--- config.mk ---
export PLATFORM = sky130hd
export DESIGN_NAME = mem_port_arbiter
export DESIGN_NICKNAME = d
export VERILOG_FILES = /design/src/rtl/riscv_pkg.sv /design/src/rtl/mem_arb_starve_guard.sv /design/src/rtl/mem_port_arbiter.sv
export SDC_FILE = /design/constraint.sdc
export NUM_CORES = 1
export LEC_CHECK = 0
export CAP_MARGIN = 20
export CORE_AREA = 2 2 85 87
export CTS_CLUSTER_DIAMETER = 150
export DETAILED_ROUTE_END_ITERATION = 8
export DIE_AREA = 0 0 87 89
export GPL_TIMING_DRIVEN = 0
export PLACE_DENSITY = 0.83
export SLEW_MARGIN = 40
export SYNTH_ARGS = -nofsm -noshare
export SYNTH_HDL_FRONTEND = slang
export SYNTH_SLANG_ARGS = --single-unit
--- constraint.sdc ---
create_clock -name clk -period 3.1 [get_ports clk]
set_clock_uncertainty 0.15 [all_clocks]
set_input_delay 0.31 -clock clk [delete_from_list [all_inputs] [get_ports clk]]
set_output_delay 0.31 -clock clk [all_outputs]
set_load 0.01 [all_outputs]
--- src/rtl/riscv_pkg.sv ---
// Shared types for the memory port arbiter: FSM state and transaction owner.
package riscv_pkg;

    typedef enum logic {
        ARB_IDLE,
        ARB_WAIT
    } arb_state_e;

    typedef enum logic [1:0] {
        OWN_NONE,
        OWN_IF,
        OWN_DM
    } arb_owner_e;

endpackage

--- src/rtl/mem_arb_starve_guard.sv ---
// Counts consecutive DM wins over a waiting fetch and forces the fetch through at the limit.
module mem_arb_starve_guard #(
    parameter int STARVE_LIMIT = 4
) (
    input  logic clk,
    input  logic rst_n,
    input  logic if_req_valid,
    input  logic if_grant,
    input  logic dm_grant,
    output logic force_if
);
    localparam int CNT_W = $clog2(STARVE_LIMIT + 1);
    localparam logic [CNT_W-1:0] LIMIT = CNT_W'(STARVE_LIMIT);

    logic [CNT_W-1:0] starve_cnt_q, starve_cnt_d;

    // A fetch that stops asking is no longer being starved, so the count restarts.
    always_comb begin
        starve_cnt_d = starve_cnt_q;
        if (if_grant || !if_req_valid) begin
            starve_cnt_d = '0;
        end else if (dm_grant && (starve_cnt_q != LIMIT)) begin
            starve_cnt_d = starve_cnt_q + CNT_W'(1);
        end
    end

    always_ff @(posedge clk or negedge rst_n) begin
        if (!rst_n) begin
            starve_cnt_q <= '0;
        end else begin
            starve_cnt_q <= starve_cnt_d;
        end
    end

    assign force_if = (starve_cnt_q == LIMIT);

endmodule

--- src/rtl/mem_port_arbiter.sv ---
// Shares one fixed-latency single-ported memory between instruction fetch and load/store.
module mem_port_arbiter
    import riscv_pkg::*;
#(
    parameter int XLEN         = 32,
    parameter int ADDR_W       = 12,
    parameter int MEM_LATENCY  = 2,
    parameter int STARVE_LIMIT = 4
) (
    input  logic                clk,
    input  logic                rst_n,
    input  logic                if_req_valid,
    output logic                if_req_ready,
    input  logic [ADDR_W-1:0]   if_req_addr,
    input  logic                if_flush,
    output logic                if_rsp_valid,
    output logic [XLEN-1:0]     if_rsp_data,
    input  logic                dm_req_valid,
    output logic                dm_req_ready,
    input  logic [ADDR_W-1:0]   dm_req_addr,
    input  logic                dm_req_we,
    input  logic [XLEN-1:0]     dm_req_wdata,
    input  logic [XLEN/8-1:0]   dm_req_be,
    output logic                dm_rsp_valid,
    output logic [XLEN-1:0]     dm_rsp_rdata,
    output logic                mem_req,
    output logic [ADDR_W-1:0]   mem_addr,
    output logic                mem_we,
    output logic [XLEN-1:0]     mem_wdata,
    output logic [XLEN/8-1:0]   mem_be,
    input  logic [XLEN-1:0]     mem_rdata
);
    localparam int LAT_W = $clog2(MEM_LATENCY + 1);
    localparam logic [LAT_W-1:0] LAT_INIT = LAT_W'(MEM_LATENCY - 1);

    arb_state_e       state_q;
    arb_owner_e       owner_q;
    logic [LAT_W-1:0] lat_cnt_q;
    logic             killed_q;
    logic             store_q;

    logic rsp_cycle;
    logic eligible;
    logic force_if;
    logic grant_if;
    logic grant_dm;

    assign rsp_cycle = (state_q == ARB_WAIT) && (lat_cnt_q == '0);
    // Gating with rst_n keeps every combinational output quiet while reset is held.
    assign eligible  = rst_n && ((state_q == ARB_IDLE) || rsp_cycle);
    assign grant_dm  = eligible && dm_req_valid && !(if_req_valid && force_if);
    assign grant_if  = eligible && if_req_valid && !grant_dm;

    mem_arb_starve_guard #(
        .STARVE_LIMIT(STARVE_LIMIT)
    ) u_starve_guard (
        .clk         (clk),
        .rst_n       (rst_n),
        .if_req_valid(if_req_valid),
        .if_grant    (grant_if),
        .dm_grant    (grant_dm),
        .force_if    (force_if)
    );

    always_ff @(posedge clk or negedge rst_n) begin
        if (!rst_n) begin
            state_q   <= ARB_IDLE;
            owner_q   <= OWN_NONE;
            lat_cnt_q <= '0;
            killed_q  <= 1'b0;
            store_q   <= 1'b0;
        end else if (grant_if || grant_dm) begin
            state_q   <= ARB_WAIT;
            owner_q   <= grant_if ? OWN_IF : OWN_DM;
            lat_cnt_q <= LAT_INIT;
            killed_q  <= grant_if && if_flush;
            store_q   <= grant_dm && dm_req_we;
        end else if (rsp_cycle) begin
            state_q   <= ARB_IDLE;
            owner_q   <= OWN_NONE;
            killed_q  <= 1'b0;
            store_q   <= 1'b0;
        end else if (state_q == ARB_WAIT) begin
            lat_cnt_q <= lat_cnt_q - LAT_W'(1);
            if ((owner_q == OWN_IF) && if_flush) begin
                killed_q <= 1'b1;
            end
        end
    end

    assign if_req_ready = grant_if;
    assign dm_req_ready = grant_dm;

    assign mem_req   = grant_if || grant_dm;
    assign mem_addr  = grant_dm ? dm_req_addr : (grant_if ? if_req_addr : '0);
    assign mem_we    = grant_dm && dm_req_we;
    assign mem_wdata = (grant_dm && dm_req_we) ? dm_req_wdata : '0;
    assign mem_be    = grant_dm ? (dm_req_we ? dm_req_be : '1) : (grant_if ? '1 : '0);

    // A flush arriving in the response cycle itself still suppresses the fetch data.
    assign if_rsp_valid = rsp_cycle && (owner_q == OWN_IF) && !killed_q && !if_flush;
    assign dm_rsp_valid = rsp_cycle && (owner_q == OWN_DM);
    assign if_rsp_data  = if_rsp_valid ? mem_rdata : '0;
    assign dm_rsp_rdata = (dm_rsp_valid && !store_q) ? mem_rdata : '0;

endmodule

==> results of run 1 <==
## layout make-up
cell class / instances / area [um2]
tap: 80 / 100
inverter: 12 / 45.0
multi-input combinational: 181 / 1190
buffer: 21 / 90.1
timing repair buffer: 213 / 2130
clock buffer: 4 / 55.1
antenna: 3 / 7.51
sequential: 10 / 250
fill: 600 / 2850
## flip-flops by register name (all words and copies together), names as in the netlist
register and cells:
killed_q 1, state_q 1, store_q 1, owner_q 2, lat_cnt_q 2, u_starve_guard.starve_cnt_q 3
## power groups by stage
stage | clock, mW | sequential, mW | combinational, mW
after floorplan | 0 | 0.213 | 0.397
after global placement | 0 | 0.218 | 0.816
after detailed placement | 0 | 0.222 | 0.831
after CTS | 0.166 | 0.220 | 0.839
after global routing | 0.171 | 0.226 | 0.904
final | 0.165 | 0.220 | 0.834
## worst max path at each step
stage	from	endpoint	slack, ps
6_report	rst_n	mem_be[2]	190
5_1_grt	rst_n	mem_be[1]	30
4_1_cts	lat_cnt_q[0]	dm_rsp_rdata[25]	180
3_5_place_dp	rst_n	mem_be[2]	-50
3_3_place_gp	rst_n	mem_be[1]	-40
2_1_floorplan	lat_cnt_q[0]	mem_be[0]	1120
## per-layer routing
layer  GRT usage, %  share of wire (%)  vias to the layer above
met5              0                  0                        -
met4           5.82                2.2                        0
met3           3.14                7.1                       11
met2           33.7                 53                      102
met1           20.5                 38                     1088
li1               -                  -                     1201
## layout by cell type (no fill, tap or decap), types with 2 or more instances in the layout
cell / synthesis / layout
sky130_fd_sc_hd__a21o_1: 2 / 2
sky130_fd_sc_hd__a31oi_1: 5 / 5
sky130_fd_sc_hd__a32oi_1: 12 / 12
sky130_fd_sc_hd__and2_1: 78 / 78
sky130_fd_sc_hd__and3_1: 33 / 33
sky130_fd_sc_hd__buf_2: 5 / 5
sky130_fd_sc_hd__clkbuf_1: 12 / 12
sky130_fd_sc_hd__clkbuf_2: 4 / 4
sky130_fd_sc_hd__clkbuf_8: 0 / 4
sky130_fd_sc_hd__clkdlybuf4s50_1: 0 / 212
sky130_fd_sc_hd__dfrtp_1: 10 / 10
sky130_fd_sc_hd__diode_2: 0 / 3
sky130_fd_sc_hd__ha_1: 3 / 3
sky130_fd_sc_hd__inv_1: 12 / 12
sky130_fd_sc_hd__nand2_1: 8 / 8
sky130_fd_sc_hd__nand2b_1: 2 / 2
sky130_fd_sc_hd__nand3_1: 2 / 2
sky130_fd_sc_hd__nor2_1: 14 / 14
sky130_fd_sc_hd__nor3_1: 2 / 2
sky130_fd_sc_hd__o21ai_0: 2 / 2
## kinds of logic (layout without fill, tap and decap cells)
kind of cell    count (synthesis)  in the layout  share of synthesized area [%]
other cells                     0              3                              0
simple gates                  150            150                           59.1
compound gates                 28             28                           14.1
fa+ha+maj                       3              3                           2.38
flops                          10             10                           15.9
buf+inv                        33            250                           8.58
## timing repair
item	CTS	global route
endpoints found under the setup margin	4	0
resized for setup	1	0
setup buffers	0	0
## per-stage QoR
step	TNS, ps	instance area (um2)	hold slack [ps]	setup WS [ps]
6_report	0	3870	22.6	192
5_1_grt	0	3860	58.4	28.4
4_1_cts	0	3860	26.8	175
3_5_place_dp	-177	3810	339	-54.8
3_3_place_gp	-140	3810	327	-37.8
2_1_floorplan	0	1570	-136	1120
## worst register-to-register path, cell delays in order, from the launching register on
cell                       delay (ps)
sky130_fd_sc_hd__dfrtp_1          340
sky130_fd_sc_hd__inv_1             60
sky130_fd_sc_hd__ha_1             230
sky130_fd_sc_hd__nand2b_1         260
sky130_fd_sc_hd__and4_1           290
sky130_fd_sc_hd__buf_2            170
sky130_fd_sc_hd__a22o_1           230
==> qor.json, run 1 <==
{
  "io-pin-count": 216,
  "initial_utilization_pct": 23.4,
  "viasPerCell": 4.58,
  "hpwlAfterDp_um": 6920,
  "root_buffer": "sky130_fd_sc_hd__clkbuf_8",
  "tightest_slew_ps": 574,
  "first_global_vias": 2199,
  "gp_routability_congestion": 0.953,
  "cts_max_path_buffers": 2,
  "synth_edf_count": 0,
  "run_status": "complete, no violations",
  "slowest_delay_ps": 570,
  "power_leakage_nw": 1.63,
  "synth.area.top_cells": "sky130_fd_sc_hd__and2_1 31%, sky130_fd_sc_hd__dfrtp_1 16%, sky130_fd_sc_hd__and3_1 13%",
  "swShare_pct": 37.9,
  "grt_first_pass_wirelength_um": 11100,
  "groute.usage.overall_pct": 17.9,
  "finalCoreUtilization_pct": 57.6,
  "fp-row-count": 30,
  "crit_family": "buffers and inverters",
  "regToRegSetupSlack_ps": 1250,
  "ir_worst_vdd_mv": 0.303,
  "relative_contribution_of_the_clock_network_to_total_power_pct": 13.6,
  "report.final.slew_viol_count": 0,
  "crit-reg2reg-capture": "store_q",
  "power.share.sequential_pct": 18.1,
  "worstSetupEndpointType": "output port",
  "finish.net_count": 543,
  "critPathMaxFanout": 14,
  "hold_viol": 0,
  "design_power_total_mw": 1.22,
  "wl_um": 8040,
  "max_slew_margin_pct": 61.7,
  "maximum_number_of_pins_on_one_net_before_global_route_repair": 15,
  "cts_num_sinks": 10,
  "drive_above_1_share_pct": 4.54,
  "initial_antenna_violation_count": 1,
  "timing.final.crit_share_pct": 93.8,
  "area_growth_syn_to_layout_pct": 146,
  "pwr-share-comb_pct": 68.4,
  "worst_r2r_startpoint": "lat_cnt_q[0]",
  "leading_cell_type_by_number_of_instances_after_synthesis": "sky130_fd_sc_hd__and2_1",
  "port-buffer-count": 213,
  "worstPathCellList": "dlygate4sd2_1, inv_1, or3_1, buf_2, a31oi_1, clkdlybuf4s50_1",
  "ys_ff_latch": 10,
  "top_achievable_clock_speed_mhz": 344,
  "clk-insertion-delay-late_ps": 240,
  "critical_path_buf_inv_count": 4,
  "grt_remaining_overflow": 0,
  "switching_component_of_the_power_uw": 463,
  "critical_path_depth": 6,
  "synth-seq-area-share_pct": 15.9,
  "dpl.cell_count": 517,
  "period_minus_slack_ps": 2910,
  "synth_largest_area_cell": "sky130_fd_sc_hd__and2_1",
  "netlist-cell-type-count": 35,
  "cts-hold-fix-buffers": 0,
  "critical_path_class": "in2out",
  "drc": 0,
  "floorplan.die.width_um": 87,
  "min_path_type": "in2async",
  "postSynth.topFlopCell": "sky130_fd_sc_hd__dfrtp_1",
  "startpoint_type": "input pin",
  "yosysWarnings": 0,
  "die-area_um2": 7740,
  "route.antenna.remaining_nets": 0,
  "cts.clk_slew.worst_paths_ps": 50,
  "via_count": 2402,
  "rr_worst_depth": 6,
  "setup-violations-final": 0,
  "post_layout_nonfiller_instances": 524,
  "cellPowerDensity_nw_per_um2": 315,
  "postSynthAreaPerCell_um2": 7.03,
  "die_h_um": 89,
  "synthArstFlopShare_pct": 100,
  "htreeDepth": 1,
  "crit_required_ps": 2640,
  "cp.arrival_ps": 2450,
  "cell_internal_pwr_uw": 756,
  "cts_inserted_buffers": 3,
  "mappedNetlistArea_um2": 1570,
  "detail_route.first_pass.iterations": 4,
  "syn_nets": 325,
  "routedWlPerCell_um": 15.3,
  "cts_tree": "yes",
  "synthCells": 224,
  "rsz0062_at_grt": "no",
  "max-cap-violations": 0,
  "coreArea_um2": 6720,
  "drt-initial-drc-count": 58,
  "synth_top_area_share_pct": 31.0,
  "crit_path_top_delay_cell": "sky130_fd_sc_hd__dlygate4sd2_1",
  "synth_common_cells": "78 x sky130_fd_sc_hd__and2_1, 33 x sky130_fd_sc_hd__and3_1, 14 x sky130_fd_sc_hd__nor2_1"
}
(Power assumes the default switching activity.)
==> run 2, diff against run 1 <==
- ABC_AREA: unset -> 1
- CAP_MARGIN: 20 -> unset
- CORE_AREA: 2 2 85 87 -> 2 2 84 86
- DIE_AREA: 0 0 87 89 -> 0 0 86 88
- PLACE_DENSITY: 0.83 -> 0.85
==> run 2 against run 1 <==
First-iteration DRC count down 47%. Global-route usage up 0.22 points. Via count up 1.7%. Register-to-register slack better by 90 ps. Largest power group unchanged. Utilization up 1.7 points. Flip-flop and latch count unchanged. Largest cell class unchanged. Sequential power down 5%. Non-clock buffer count down 5. Count of clock-buffer cells in the layout down 1. Setup slack better by 82 ps. Final cell count up 14%. Combinational power up 6.8%.
==> qor.json, run 2 <==
{
  "die-area": {"value": 7570, "unit": "um2", "change": "-2.3%"},
  "worstSetupEndpointType": "output port",
  "period_minus_slack": {"value": 2830, "unit": "ps", "change": "-82.0 ps"},
  "postLayoutSetupSlackWorst": {"value": 274, "unit": "ps", "change": "+82.0 ps"},
  "power_leakage": {"value": 1.94, "unit": "nW", "change": "+19%"},
  "timing.hold.ws": {"value": 348, "unit": "ps", "change": "+325 ps"},
  "report.final.slew_viol_count": {"value": 0, "change": "unchanged"},
  "synth-seq-area-share": {"value": 15.4, "unit": "%", "change": "-0.51 points"},
  "synth.area.top_cells": "sky130_fd_sc_hd__nor2_1 20%, sky130_fd_sc_hd__inv_1 19%, sky130_fd_sc_hd__dfrtp_1 15%",
  "floorplan.die.width": {"value": 86, "unit": "um", "change": "-1.1%"},
  "routedWlPerCell": {"value": 11.9, "unit": "um", "change": "-22%"},
  "setup-tns-final": {"value": 0, "unit": "ps", "change": "unchanged"},
  "detail_route.first_pass.iterations": {"value": 4, "change": "unchanged"},
  "cts_max_path_buffers": {"value": 2, "change": "unchanged"},
  "tightest_slew": {"value": 474, "unit": "ps", "change": "-99.6 ps"},
  "synth_common_cells": "88 x sky130_fd_sc_hd__nor2_1, 83 x sky130_fd_sc_hd__inv_1, 50 x sky130_fd_sc_hd__nand2_1, 12 x sky130_fd_sc_hd__nor2_2",
  "critical_path_class": "reg2out",
  "io-pin-count": {"value": 216, "change": "unchanged"},
  "cts_num_sinks": {"value": 10, "change": "unchanged"},
  "largest-register": "u_starve_guard.starve_cnt_q",
  "relative_contribution_of_the_clock_network_to_total_power": {"value": 10.8, "unit": "%", "change": "-2.8 points"},
  "grt_first_pass_wirelength": {"value": 11000, "unit": "um", "change": "-0.81%"},
  "leading_cell_type_by_number_of_instances_after_synthesis": "sky130_fd_sc_hd__nor2_1",
  "dpl.cell_count": {"value": 591, "change": "+14%"},
  "cts_inserted_buffers": {"value": 3, "change": "unchanged"},
  "via_count": {"value": 2442, "change": "+1.7%"},
  "hold_viol": {"value": 0, "change": "unchanged"},
  "most-common-layout-cells": "214 x sky130_fd_sc_hd__clkdlybuf4s50_1, 88 x sky130_fd_sc_hd__nor2_1, 83 x sky130_fd_sc_hd__inv_1",
  "cp.arrival": {"value": 2370, "unit": "ps", "change": "-80 ps"},
  "finish.instance_area": {"value": 3940, "unit": "um2", "change": "+1.8%"},
  "postSynthAreaPerCell": {"value": 5.50, "unit": "um2", "change": "-22%"},
  "synthCells": {"value": 296, "change": "+32%"},
  "drt-initial-drc-count": {"value": 31, "change": "-47%"},
  "cts_tree": "yes",
  "die_h": {"value": 88, "unit": "um", "change": "-1.1%"},
  "initial_antenna_violation_count": {"value": 2, "change": "+1"},
  "port-buffer-count": {"value": 215, "change": "+0.94%"},
  "startpoint_type": "flip-flop",
  "maximum_number_of_pins_on_one_net_before_global_route_repair": {"value": 12, "change": "-3"},
  "groute.usage.overall": {"value": 18.2, "unit": "%", "change": "+0.22 points"},
  "grt_remaining_overflow": {"value": 0, "change": "unchanged"},
  "route.antenna.remaining_nets": {"value": 0, "change": "unchanged"},
  "crit_required": {"value": 2640, "unit": "ps", "change": "about the same"},
  "drc": {"value": 0, "change": "unchanged"},
  "placed_area": {"value": 3880, "unit": "um2", "change": "+1.9%"},
  "clk-insertion-delay-late": {"value": 240, "unit": "ps", "change": "about the same"},
  "drive_above_1_share": {"value": 9.51, "unit": "%", "change": "+5.0 points"},
  "syn_nets": {"value": 397, "change": "+22%"},
  "dpl_worst_slack": {"value": 6.96, "unit": "ps", "change": "+61.7 ps"},
  "ir_worst_vdd": {"value": 0.193, "unit": "mV", "change": "-36%"},
  "root_buffer": "sky130_fd_sc_hd__clkbuf_8",
  "gp_routability_congestion": {"value": 0.755, "change": "-21%"},
  "synth_edf_count": {"value": 0, "change": "unchanged"},
  "biggestRegsByFlops": "u_starve_guard.starve_cnt_q x3, lat_cnt_q x2, owner_q x2",
  "min_path_type": "reg2reg",
  "design_power_total": {"value": 1.23, "unit": "mW", "change": "+1.2%"},
  "largest_register_ffs": {"value": 3, "change": "unchanged"},
  "wl": {"value": 7110, "unit": "um", "change": "-12%"},
  "max_slew_margin": {"value": 68.3, "unit": "%", "change": "+6.5 points"},
  "timing.final.crit_share": {"value": 91.2, "unit": "%", "change": "-2.6 points"},
  "area_growth_syn_to_layout_pct": 142,
  "viasPerCell": {"value": 4.09, "change": "-11%"},
  "run_status": "complete, no violations",
  "hpwlAfterDp": {"value": 6410, "unit": "um", "change": "-7.3%"},
  "netlist-cell-type-count": {"value": 24, "change": "-31%"},
  "pwr-share-comb": {"value": 72.2, "unit": "%", "change": "+3.8 points"},
  "max-cap-violations": {"value": 0, "change": "unchanged"},
  "htreeDepth": {"value": 1, "change": "unchanged"},
  "top_achievable_clock_speed": {"value": 354, "unit": "MHz", "change": "+2.9%"},
  "critPathMaxFanout": {"value": 10, "change": "-4"},
  "rsz0062_at_grt": "no",
  "coreArea": {"value": 6640, "unit": "um2", "change": "-1.1%"},
  "swShare": {"value": 41.1, "unit": "%", "change": "+3.1 points"},
  "postSynth.topFlopCell": "sky130_fd_sc_hd__dfrtp_1",
  "initial_utilization": {"value": 24.5, "unit": "%", "change": "+1.1 points"},
  "post_layout_nonfiller_instances": {"value": 597, "change": "+14%"},
  "cellPowerDensity": {"value": 313, "unit": "nW/um2", "change": "-0.57%"},
  "layout_commonest_cell": "sky130_fd_sc_hd__clkdlybuf4s50_1",
  "synth_top_area_share": {"value": 20.3, "unit": "%", "change": "-11 points"},
  "synth_largest_area_cell": "sky130_fd_sc_hd__nor2_1",
  "mappedNetlistArea": {"value": 1630, "unit": "um2", "change": "+3.3%"},
  "yosysWarnings": {"value": 0, "change": "unchanged"},
  "cts.clk_slew.worst_paths": {"value": 50, "unit": "ps", "change": "about the same"},
  "switching_component_of_the_power": {"value": 507, "unit": "uW", "change": "+9.6%"},
  "ys_ff_latch": {"value": 10, "change": "unchanged"},
  "first_global_vias": {"value": 2473, "change": "+12%"},
  "finalCoreUtilization": {"value": 59.3, "unit": "%", "change": "+1.7 points"},
  "power.share.sequential": {"value": 16.9, "unit": "%", "change": "-1.2 points"},
  "setup-violations-final": {"value": 0, "change": "unchanged"},
  "finish.net_count": {"value": 618, "change": "+14%"},
  "synthArstFlopShare": {"value": 100, "unit": "%", "change": "unchanged"},
  "cell_internal_pwr": {"value": 727, "unit": "uW", "change": "-3.9%"},
  "fp-row-count": {"value": 30, "change": "unchanged"}
}
==> run 2: cell count changes in the layout (fill, tap and decap cells not counted), moves of 6 or more <==
cell	before	now
sky130_fd_sc_hd__buf_6	0	6
sky130_fd_sc_hd__nor2_2	0	12
sky130_fd_sc_hd__a32oi_1	12	0
sky130_fd_sc_hd__inv_1	12	83
sky130_fd_sc_hd__nor2_1	14	88
sky130_fd_sc_hd__clkbuf_1	12	0
sky130_fd_sc_hd__nand3_1	2	9
sky130_fd_sc_hd__nand2_1	8	50
sky130_fd_sc_hd__and2_1	78	0
sky130_fd_sc_hd__and3_1	33	0
sky130_fd_sc_hd__nor2_4	0	10
==> run 2: critical path, cell delays in order (launching register included) <==
cell and delay [ps]:
sky130_fd_sc_hd__dfrtp_1 370, sky130_fd_sc_hd__inv_1 70, sky130_fd_sc_hd__ha_1 180, sky130_fd_sc_hd__inv_2 60
sky130_fd_sc_hd__nand2_4 80, sky130_fd_sc_hd__nand2_4 90, sky130_fd_sc_hd__nor2_4 120, sky130_fd_sc_hd__inv_1 90
sky130_fd_sc_hd__nor2_4 180, sky130_fd_sc_hd__buf_4 200, sky130_fd_sc_hd__nand2_1 60, sky130_fd_sc_hd__nand2_1 70
sky130_fd_sc_hd__clkdlybuf4s50_1 560
==> run 2: final timing paths <==
| kind | startpoint | to | slack (ps) | cells past startpoint |
|---|---|---|---|---|
| min in group asynchronous | rst_n | killed_q | 530 | 2 |
| worst max register to register | lat_cnt_q[0] | owner_q[0] | 1340 | 11 |
| worst max-delay path | lat_cnt_q[0] | mem_addr[8] | 270 | 12 |
| max in group asynchronous | rst_n | owner_q[0] | 1950 | 2 |
| worst min register to register | lat_cnt_q[1] | lat_cnt_q[1] | 350 | 2 |
| worst min-delay path | lat_cnt_q[1] | lat_cnt_q[1] | 350 | 2 |
==> run 2: cell families (layout without fill, tap and decap cells) <==
group                    after synthesis  after routing  synth area share, %
buffers and inverters                 97            316                 26.8
flip-flops                            10             10                 15.4
AND/OR/NAND/NOR                      180            180                 53.3
XOR/XNOR                               1              1                0.539
adder cells (fa/ha/maj)                3              3                 2.31
AO/OA/AOI/OAI                          5              5                 1.69
other                                  0              2                    0
==> run 2: area by class of cell <==
cell class,instances,area (um2)
sequential,10,250
tap,80,100
multi-input combinational,189,941
buffer,13,120
inverter,84,315
timing repair buffer,216,2160
antenna,2,5.00
clock buffer,3,41.3
fill,596,2710
==> run 2: power by group through the flow <==
| stage | Clock, mW | Combinational [mW] | Sequential [mW] |
|---|---|---|---|
| after detailed placement | 0 | 0.895 | 0.212 |
| after floorplan | 0 | 0.442 | 0.205 |
| after global placement | 0 | 0.875 | 0.208 |
| after CTS | 0.135 | 0.900 | 0.210 |
| final | 0.134 | 0.891 | 0.209 |
| after global routing | 0.142 | 0.975 | 0.215 |
==> run 2: per-layer routing <==
layer  wire length [um]  GRT usage, %  vias to the layer above
met5                  0             0                        -
met2               3670          36.7                      150
met1               2400          16.3                     1016
met4                318          9.67                        0
li1                   -             -                     1256
met3                719          4.62                       20
==> run 2: repair_timing <==
action                                  CTS  global route
buffers inserted                          0             0
hold buffers                              0             1
gates resized for setup                   0             1
endpoints found under the setup margin    0            37
endpoints found under the hold margin     0            10
==> run 3, diff against run 2 <==
- CTS_BUF_LIST: unset -> sky130_fd_sc_hd__clkbuf_16
==> run 3 against run 2 <==
Final cell count decreased by 0.17%. Setup slack lost 55 ps. Via count grew 1.1%. First-iteration DRC count is 9.7% lower. Largest cell class unchanged. Routed wire length is 0.86% higher. Critical path type unchanged. Sequential power about the same. Critical path depth did not move.
==> qor.json, run 3 (same netlist as run 2, synthesis figures left out) <==
{
  "run_status": "complete, no violations",
  "worstSetupEndpointType": "output port",
  "fillerInstances": {"value": 596, "change": "unchanged"},
  "groute.usage.overall": {"value": 18.6, "unit": "%", "change": "+0.41 points"},
  "area_growth_syn_to_layout_pct": 143,
  "max-cap-violations": {"value": 0, "change": "unchanged"},
  "critical_path_class": "reg2out",
  "timing.final.crit_share": {"value": 92.9, "unit": "%", "change": "+1.8 points"},
  "top_achievable_clock_speed": {"value": 347, "unit": "MHz", "change": "-1.9%"},
  "cts.clk_slew.worst_paths": {"value": 40, "unit": "ps", "change": "about the same"},
  "power_leakage": {"value": 1.95, "unit": "nW", "change": "+0.18%"},
  "die_h": {"value": 88, "unit": "um", "change": "unchanged"},
  "maximum_number_of_pins_on_one_net_before_global_route_repair": {"value": 12, "change": "unchanged"},
  "cts_num_sinks": {"value": 10, "change": "unchanged"},
  "routedWlPerCell": {"value": 12.0, "unit": "um", "change": "+1.0%"},
  "detail_route.first_pass.iterations": {"value": 4, "change": "unchanged"},
  "io-pin-count": {"value": 216, "change": "unchanged"},
  "cts_tree": "yes",
  "cellPowerDensity": {"value": 336, "unit": "nW/um2", "change": "+7.2%"},
  "root_buffer": "sky130_fd_sc_hd__clkbuf_16",
  "largest-register": "u_starve_guard.starve_cnt_q",
  "layout_commonest_cell": "sky130_fd_sc_hd__clkdlybuf4s50_1",
  "min_path_type": "in2async",
  "period_minus_slack": {"value": 2880, "unit": "ps", "change": "+54.9 ps"},
  "report.final.slew_viol_count": {"value": 0, "change": "unchanged"},
  "via_count": {"value": 2470, "change": "+1.1%"},
  "die-area": {"value": 7570, "unit": "um2", "change": "unchanged"},
  "fp-row-count": {"value": 30, "change": "unchanged"},
  "gp_routability_congestion": {"value": 0.755, "change": "unchanged"},
  "setup-tns-final": {"value": 0, "unit": "ps", "change": "unchanged"},
  "ir_worst_vdd": {"value": 0.198, "unit": "mV", "change": "+2.4%"},
  "first_global_vias": {"value": 2532, "change": "+2.4%"},
  "drc": {"value": 0, "change": "unchanged"},
  "critPathMaxFanout": {"value": 10, "change": "unchanged"},
  "coreArea": {"value": 6640, "unit": "um2", "change": "unchanged"},
  "largest_register_ffs": {"value": 3, "change": "unchanged"},
  "cts_inserted_buffers": {"value": 3, "change": "unchanged"},
  "initial_antenna_violation_count": {"value": 2, "change": "unchanged"},
  "initial_utilization": {"value": 24.5, "unit": "%", "change": "unchanged"},
  "grt_first_pass_wirelength": {"value": 11300, "unit": "um", "change": "+2.6%"},
  "finalCoreUtilization": {"value": 59.6, "unit": "%", "change": "+0.30 points"},
  "viasPerCell": {"value": 4.14, "change": "+1.3%"},
  "floorplan.die.width": {"value": 86, "unit": "um", "change": "unchanged"},
  "port-buffer-count": {"value": 215, "change": "unchanged"},
  "finish.net_count": {"value": 617, "change": "-0.16%"},
  "setup-violations-final": {"value": 0, "change": "unchanged"},
  "route.antenna.remaining_nets": {"value": 0, "change": "unchanged"},
  "cts_max_path_buffers": {"value": 2, "change": "unchanged"},
  "grt_remaining_overflow": {"value": 0, "change": "unchanged"},
  "startpoint_type": "flip-flop",
  "hold_viol": {"value": 0, "change": "unchanged"},
  "post_cts.repair.setup_buffers": {"value": 0, "change": "unchanged"},
  "hpwlAfterDp": {"value": 6410, "unit": "um", "change": "unchanged"},
  "htreeDepth": {"value": 1, "change": "unchanged"},
  "rsz0062_at_grt": "no",
  "cp.arrival": {"value": 2420, "unit": "ps", "change": "+50 ps"},
  "most-common-layout-cells": "214 x sky130_fd_sc_hd__clkdlybuf4s50_1, 88 x sky130_fd_sc_hd__nor2_1, 83 x sky130_fd_sc_hd__inv_1",
  "wl": {"value": 7170, "unit": "um", "change": "+0.86%"},
  "clk-insertion-delay-late": {"value": 240, "unit": "ps", "change": "about the same"},
  "drt-initial-drc-count": {"value": 28, "change": "-9.7%"},
  "drive_above_1_share": {"value": 9.53, "unit": "%", "change": "+0.019 points"},
  "max_slew_margin": {"value": 63.4, "unit": "%", "change": "-4.8 points"},
  "tightest_slew": {"value": 548, "unit": "ps", "change": "+74.1 ps"},
  "biggestRegsByFlops": "u_starve_guard.starve_cnt_q x3, lat_cnt_q x2, owner_q x2",
  "crit_required": {"value": 2640, "unit": "ps", "change": "about the same"}
}
-- run 3: cell type report --
class                      instances  area [um2]  area share (%)
antenna                            2        5.00           0.126
buffer                            13         120            3.04
clock buffer                       3        75.1            1.90
inverter                          84         315            7.97
multi-input combinational        189         941            23.8
sequential                        10         250            6.32
tap                               80         100            2.53
timing repair buffer             215        2150            54.3
-- run 3: timing repair --
item,CTS,global route
hold buffers,0,0
hold endpoints to repair,0,0
endpoints found under the setup margin,3,0
resized for setup,1,0
-- run 3: layer usage --
metal | GRT usage [%] | up-vias | wire length (um)
met2 | 38.1 | 155 | 3760
met3 | 4.71 | 21 | 740
li1 | - | 1257 | -
met4 | 8.95 | 0 | 308
met1 | 16.6 | 1037 | 2350
met5 | 0 | - | 0
-- run 3: power breakdown --
part | switching (mW) | total, mW | internal, mW | leakage (nW)
clock | 0.0578 | 0.225 | 0.167 | 0.0370
sequential | 0.0329 | 0.210 | 0.177 | 0.127
combinational | 0.430 | 0.895 | 0.464 | 1.78
-- run 3: stage by stage --
stage	hold WS, ps	setup WS [ps]	area [um2]	std cells	power [mW]
floorplan	-136	1210	1630	296	0.647
global placement	333	48.8	3880	591	1.08
detailed placement	339	6.96	3880	591	1.11
CTS	40.3	211	3950	594	1.34
global route	67.9	74.4	3960	596	1.43
finish	15.7	219	3960	596	1.33
-- run 3: final timing paths --
path | startpoint | end | slack (ps) | cells after the start
worst max-delay path | lat_cnt_q[0] | mem_addr[8] | 220 | 12
worst min-delay path | rst_n | u_starve_guard.starve_cnt_q[2] | 20 | 1
worst max register to register | lat_cnt_q[0] | owner_q[0] | 1290 | 11
worst min register to register | lat_cnt_q[1] | lat_cnt_q[1] | 350 | 2
max in group asynchronous | rst_n | owner_q[1] | 2420 | 1
min in group clk | lat_cnt_q[1] | lat_cnt_q[1] | 350 | 2
-- run 3: critical path: stages, from the launching register on --
cell and delay [ps]:
sky130_fd_sc_hd__dfrtp_1 370, sky130_fd_sc_hd__inv_1 80, sky130_fd_sc_hd__ha_1 200, sky130_fd_sc_hd__inv_2 70
sky130_fd_sc_hd__nand2_4 80, sky130_fd_sc_hd__nand2_4 90, sky130_fd_sc_hd__nor2_4 140, sky130_fd_sc_hd__inv_1 90
sky130_fd_sc_hd__nor2_4 170, sky130_fd_sc_hd__buf_4 200, sky130_fd_sc_hd__nand2_1 60, sky130_fd_sc_hd__nand2_1 70
sky130_fd_sc_hd__clkdlybuf4s50_1 560
==> RTL edit 1: new RTL, flow settings as in run 1 <==
The 3 values of `arb_owner_e` get a one-hot encoding in 3 bits.
--- a/src/rtl/riscv_pkg.sv
+++ b/src/rtl/riscv_pkg.sv
@@ -6,10 +6,10 @@
         ARB_WAIT
     } arb_state_e;
 
-    typedef enum logic [1:0] {
-        OWN_NONE,
-        OWN_IF,
-        OWN_DM
+    typedef enum logic [2:0] {
+        OWN_NONE = 3'b001,
+        OWN_IF   = 3'b010,
+        OWN_DM   = 3'b100
     } arb_owner_e;
 
 endpackage
Function: same outputs for any inputs over 10 cycles, from zero or initial values and one cycle with rst_n low; not proved beyond that.
==> RTL edit 1 against run 1 <==
  * Utilization up 3.3 points
  * Largest power group unchanged
  * Critical endpoint is now mem_wdata[30]
  * Count of clock-buffer cells in the layout is the same
  * Critical path depth did not move
  * Total power grew 10%
  * Synthesized area rose by 14%
  * Non-clock buffer count is 9 higher
  * Worst hold slack improved by 0.31 ns
  * Wire length increased by 1.8%
  * Combinational power rose by 14%
  * Final area grew 5.8%
  * Sequential cell count increased by 1
  * Setup slack got worse by 0.024 ns
==> RTL edit 1: results (changes against run 1) <==
* Number of distinct library cell variants in the gate-level netlist after synthesis at 37 (+5.7%)
* Cell count after placement at 528 (+2.1%)
* Net switching power figure at 562 uW (+22%)
* Vias post-DR at 2619 (+9.0%)
* Setup slack at placement at -0.257 ns (-0.202 ns)
* Final net count at 555 (+2.2%)
* Number of global-route vias before repair at 2460 (+12%)
* Fraction of the cycle the final worst path needs at 94.6% (+0.77 points)
* Filler-free cell count of the finished design at 533 (+1.7%)
* Peak fanout along the critical path at 10 (-4)
* Delay of the slowest cell on the worst path at 0.55 ns (-0.02 ns)
* Layout cell share with drive strength beyond 1 at 7.95% (+3.4 points)
* Clock network area share at 1.10% (-0.32 points)
* Overall power at 1340 uW (+10%)
* Worst EP arrival at 2.47 ns (+0.02 ns)
* Final RePlAce weighted congestion at 0.800 (-16%)
* Clock power frac at 10.9% (-2.7 points)
* Total Routing Usage GR at 19.2% (+1.3 points)
* Compound-cell area share of the yosys netlist at 8.53% (-5.5 points)
* Share of synthesized area spent on multiplexers at 6.71% (+6.7 points)
* Worst R2R Path Depth at 7 (+1)
* Per-cell routed wire length at 15.3 um (about the same)
* Post-DP Area at 4020 um2 (+5.7%)
* Maximum number of pins on one net before global-route repair at 14 (-1)
* Total of fill cells in the finished design at 610 (+1.7%)
* Average footprint of a synthesized cell at 7.62 um2 (+8.4%)
* Worst min path class: in -> reg
* Post-Syn Nets at 336 (+3.4%)
* Static leakage at 0.00163 uW (-0.11%)
* Antenna violations before repair at 0 (-1)
* Flop2flop setup slack at 1.18 ns (-0.07 ns)
* Flip-flop and latch count after synthesis at 11 (+1)
* ANT cells at 0 (-3)
* Synthesized-area fraction occupied by adder cells at 2.10% (-0.29 points)
* Outcome: finished, final reports clean
* Crit path max-delay cell type: sky130_fd_sc_hd__clkdlybuf4s50_1
* Post-synthesis sequential area ratio at 15.4% (-0.45 points)
* Starting DRT DRC Count at 72 (+24%)
* Non-CTS buffers at 243 (+3.8%)
* Most frequent cells after synthesis: 54 x sky130_fd_sc_hd__and2_1, 32 x sky130_fd_sc_hd__and4_1, 18 x sky130_fd_sc_hd__clkbuf_1, 13 x sky130_fd_sc_hd__nand3_1, 13 x sky130_fd_sc_hd__nand4_1
* Worst hold slack after final layout at 0.330 ns (+0.307 ns)
* Largest registers: owner_q (3), u_starve_guard.starve_cnt_q (3), lat_cnt_q (2)
RTL edit 1: cell types whose count changed in the layout (fill, tap and decap cells not counted), moves of 3 or more:
cell                             run 1  this run
sky130_fd_sc_hd__a31oi_1             5         0
sky130_fd_sc_hd__a32oi_1            12         0
sky130_fd_sc_hd__a41oi_1             0         4
sky130_fd_sc_hd__and2_1             78        54
sky130_fd_sc_hd__and2_2              0        12
sky130_fd_sc_hd__and3_1             33         1
sky130_fd_sc_hd__and4_1              1        32
sky130_fd_sc_hd__buf_6               0         4
sky130_fd_sc_hd__diode_2             3         0
sky130_fd_sc_hd__mux2i_1             0        12
sky130_fd_sc_hd__nand3_1             2        13
sky130_fd_sc_hd__nand4_1             1        13
sky130_fd_sc_hd__nor2_1             14         4
RTL edit 1: layer usage:
layer	global-route usage, %	wire [um]	up-vias
met5	0	0	-
met4	5.82	132	0
met3	4.89	770	9
met2	37.9	4450	136
met1	19.8	2830	1190
li1	-	-	1284
RTL edit 1: final timing paths:
kind	from	to
hold / removal	if_req_valid	u_starve_guard.starve_cnt_q[1]$_DFFE_PN0P_
setup / recovery	u_starve_guard.starve_cnt_q[0]$_DFFE_PN0P_	mem_wdata[30]
setup reg to reg	lat_cnt_q[0]$_DFFE_PN0P_	owner_q[2]$_DFFE_PN0P_
hold reg to reg	lat_cnt_q[0]$_DFFE_PN0P_	lat_cnt_q[0]$_DFFE_PN0P_
min in group asynchronous	rst_n	lat_cnt_q[0]$_DFFE_PN0P_
max in group asynchronous	rst_n	owner_q[2]$_DFFE_PN0P_
RTL edit 1: what timing repair did:
item | in CTS | in global routing
resized for setup | 3 | 11
endpoints found under the hold margin | 0 | 10
pin swaps | 0 | 2
endpoints found under the setup margin | 51 | 100
hold buffers | 0 | 2
==> RTL edit 2: new RTL, config.mk and constraints of run 1 <==
Made on the original files. `STARVE_LIMIT` is set to 4 in 2 places; all go to 2.
--- a/src/rtl/mem_arb_starve_guard.sv
+++ b/src/rtl/mem_arb_starve_guard.sv
@@ -1,6 +1,6 @@
 // Counts consecutive DM wins over a waiting fetch and forces the fetch through at the limit.
 module mem_arb_starve_guard #(
-    parameter int STARVE_LIMIT = 4
+    parameter int STARVE_LIMIT = 2
 ) (
     input  logic clk,
     input  logic rst_n,
--- a/src/rtl/mem_port_arbiter.sv
+++ b/src/rtl/mem_port_arbiter.sv
@@ -5,7 +5,7 @@
     parameter int XLEN         = 32,
     parameter int ADDR_W       = 12,
     parameter int MEM_LATENCY  = 2,
-    parameter int STARVE_LIMIT = 4
+    parameter int STARVE_LIMIT = 2
 ) (
     input  logic                clk,
     input  logic                rst_n,
Formal check against the unedited RTL: not equivalent (a bounded check fails within 10 cycles, from zero or initial values and one cycle with rst_n low).
==> RTL edit 2 against run 1 <==
  * Final cell count shrank 9.9%
  * Largest power group unchanged
  * Wire length shrank 18%
  * First-iteration DRC count fell by 41%
  * Die area stayed put
  * Total power down 1.4%
  * Setup slack better by 0.010 ns
  * Synthesized area decreased by 12%
  * Critical endpoint is now mem_addr[8]
  * Sequential cell count down 1
  * Final area is 4.6% lower
  * Global-route usage down 3.1 points
  * Via count fell by 17%
==> RTL edit 2: results (changes against run 1) <==
* Max transition margin at 59.2% (-2.5 points)
* Static leakage at 0.00148 uW (-9.0%)
* FFs w/ async S/R, synth at 100% (unchanged)
* Non-clk invs at 6 (-6)
* Layout cell share with drive strength beyond 1 at 9.69% (+5.2 points)
* Clock H-tree levels at 1 (unchanged)
* HPWL after detailed placement at 6030 um (-13%)
* Xor and xnor fraction of the mapped netlist area at 0% (unchanged)
* Starting DRT DRC Count at 34 (-41%)
* Clk_buf instances at 4 (unchanged)
* Largest cells by area after synthesis: sky130_fd_sc_hd__and2_1 38%, sky130_fd_sc_hd__dfrtp_1 16%, sky130_fd_sc_hd__a22o_1 7.5%
* Total number of multi-input combinational cells at 146 (-19%)
* Sequential cell area share at 6.11% (-0.36 points)
* Part of the power in registers at 17.2% (-0.9 points)
* Total of fill cells in the finished design at 630 (+5.0%)
* CTS max path bufs at 2 (unchanged)
* Final net count at 493 (-9.2%)
* Total Routing Usage GR at 14.9% (-3.1 points)
* Vias post-DR at 1993 (-17%)
* Flop2flop setup slack at 1.35 ns (+0.10 ns)
* Maximum ir drop on the vdd rail at 0.303 mV (+0.13%)
* Global-route track usage on met3 at 2.03% (-1.1 points)
* Clock network area share at 1.22% (-0.20 points)
* Worst hold slack after final layout at 0.0511 ns (+0.0285 ns)
* Worst min path class: in -> async
* Non-CTS buffers at 227 (-3.0%)
* Non-clock buffering overhead at 60.7% (+3.3 points)
* Antenna violations before repair at 0 (-1)
* Outcome: finished, final reports clean
* First-pass GRT wire length at 9370 um (-15%)
* ANT cells at 0 (-3)
* Delay of the slowest cell on the worst path at 0.59 ns (+0.02 ns)
* Final RePlAce weighted congestion at 0.818 (-14%)
* Clock power frac at 11.1% (-2.5 points)
* Post-DP Area at 3640 um2 (-4.2%)
* Count of port buffers added during placement at 215 (+0.94%)
* Post-Syn Nets at 273 (-16%)
* GRT met2 Usage at 30.7% (-3.1 points)
* Post-synthesis sequential area ratio at 16.2% (+0.27 points)
* Worst R2R Path Depth at 7 (+1)
* Compound-cell area share of the yosys netlist at 16.0% (+1.9 points)
* Synthesized-area fraction occupied by adder cells at 1.80% (-0.59 points)
* Num sequential at 9 (-1)
* Footprint of the multi-input gates at 1060 um2 (-11%)
* Per-cell routed wire length at 13.9 um (-9.2%)
* Most frequent cells after synthesis: 84 x sky130_fd_sc_hd__and2_1, 12 x sky130_fd_sc_hd__a22o_1, 12 x sky130_fd_sc_hd__and2_2, 9 x sky130_fd_sc_hd__dfrtp_1
* Largest registers: lat_cnt_q (2), owner_q (2), u_starve_guard.starve_cnt_q (2)
* Net switching power figure at 439 uW (-5.2%)
* Maximum number of pins on one net before global-route repair at 15 (unchanged)
* Met1 GRT Util at 16.1% (-4.4 points)
RTL edit 2: changes by cell type after synthesis, moves of 8 or more:
| cell | run 1 | this run |
|---|---|---|
| sky130_fd_sc_hd__and3_1 | 33 | 1 |
| sky130_fd_sc_hd__a32oi_1 | 12 | 0 |
| sky130_fd_sc_hd__and2_2 | 0 | 12 |
| sky130_fd_sc_hd__a22o_1 | 1 | 12 |
| sky130_fd_sc_hd__clkbuf_1 | 12 | 0 |
| sky130_fd_sc_hd__nor2_1 | 14 | 2 |
| sky130_fd_sc_hd__inv_1 | 12 | 4 |
RTL edit 2: stage by stage:
stage | util [%] | setup TNS (ns) | power (uW) | worst slack, ns | cells
6_report | 54.9 | 0 | 1200 | 0.203 | 472
4_1_cts | 54.9 | 0 | 1220 | 0.188 | 472
5_1_grt | 54.9 | 0 | 1290 | 0.0303 | 472
3_3_place_gp | 54.2 | -0.354 | 1060 | -0.0541 | 468
2_1_floorplan | - | 0 | 620 | 1.14 | 173
3_5_place_dp | 54.2 | -0.649 | 1080 | -0.0914 | 468
RTL edit 2: worst max-delay path by stage:
| stage | start | end | slack, ns |
|---|---|---|---|
| floorplan | lat_cnt_q[0]$_DFFE_PN0P_ | mem_addr[10] | 1.14 |
| global placement | rst_n | mem_addr[10] | -0.05 |
| detailed placement | rst_n | mem_addr[8] | -0.09 |
| CTS | rst_n | mem_addr[8] | 0.19 |
| global route | rst_n | mem_addr[4] | 0.03 |
| finish | rst_n | mem_addr[8] | 0.20 |
RTL edit 2: repair_timing:
item | in CTS | in global routing
gates cloned | 0 | 0
hold buffers | 0 | 0
resized for setup | 1 | 1
setup endpoints to repair | 8 | 3
pin swaps | 0 | 0
RTL edit 2: routing by layer:
metal,vias up,part of all wire [%]
met2,92,57
met1,884,35
met4,0,0.52
met5,-,0
li1,1013,-
met3,4,7.2
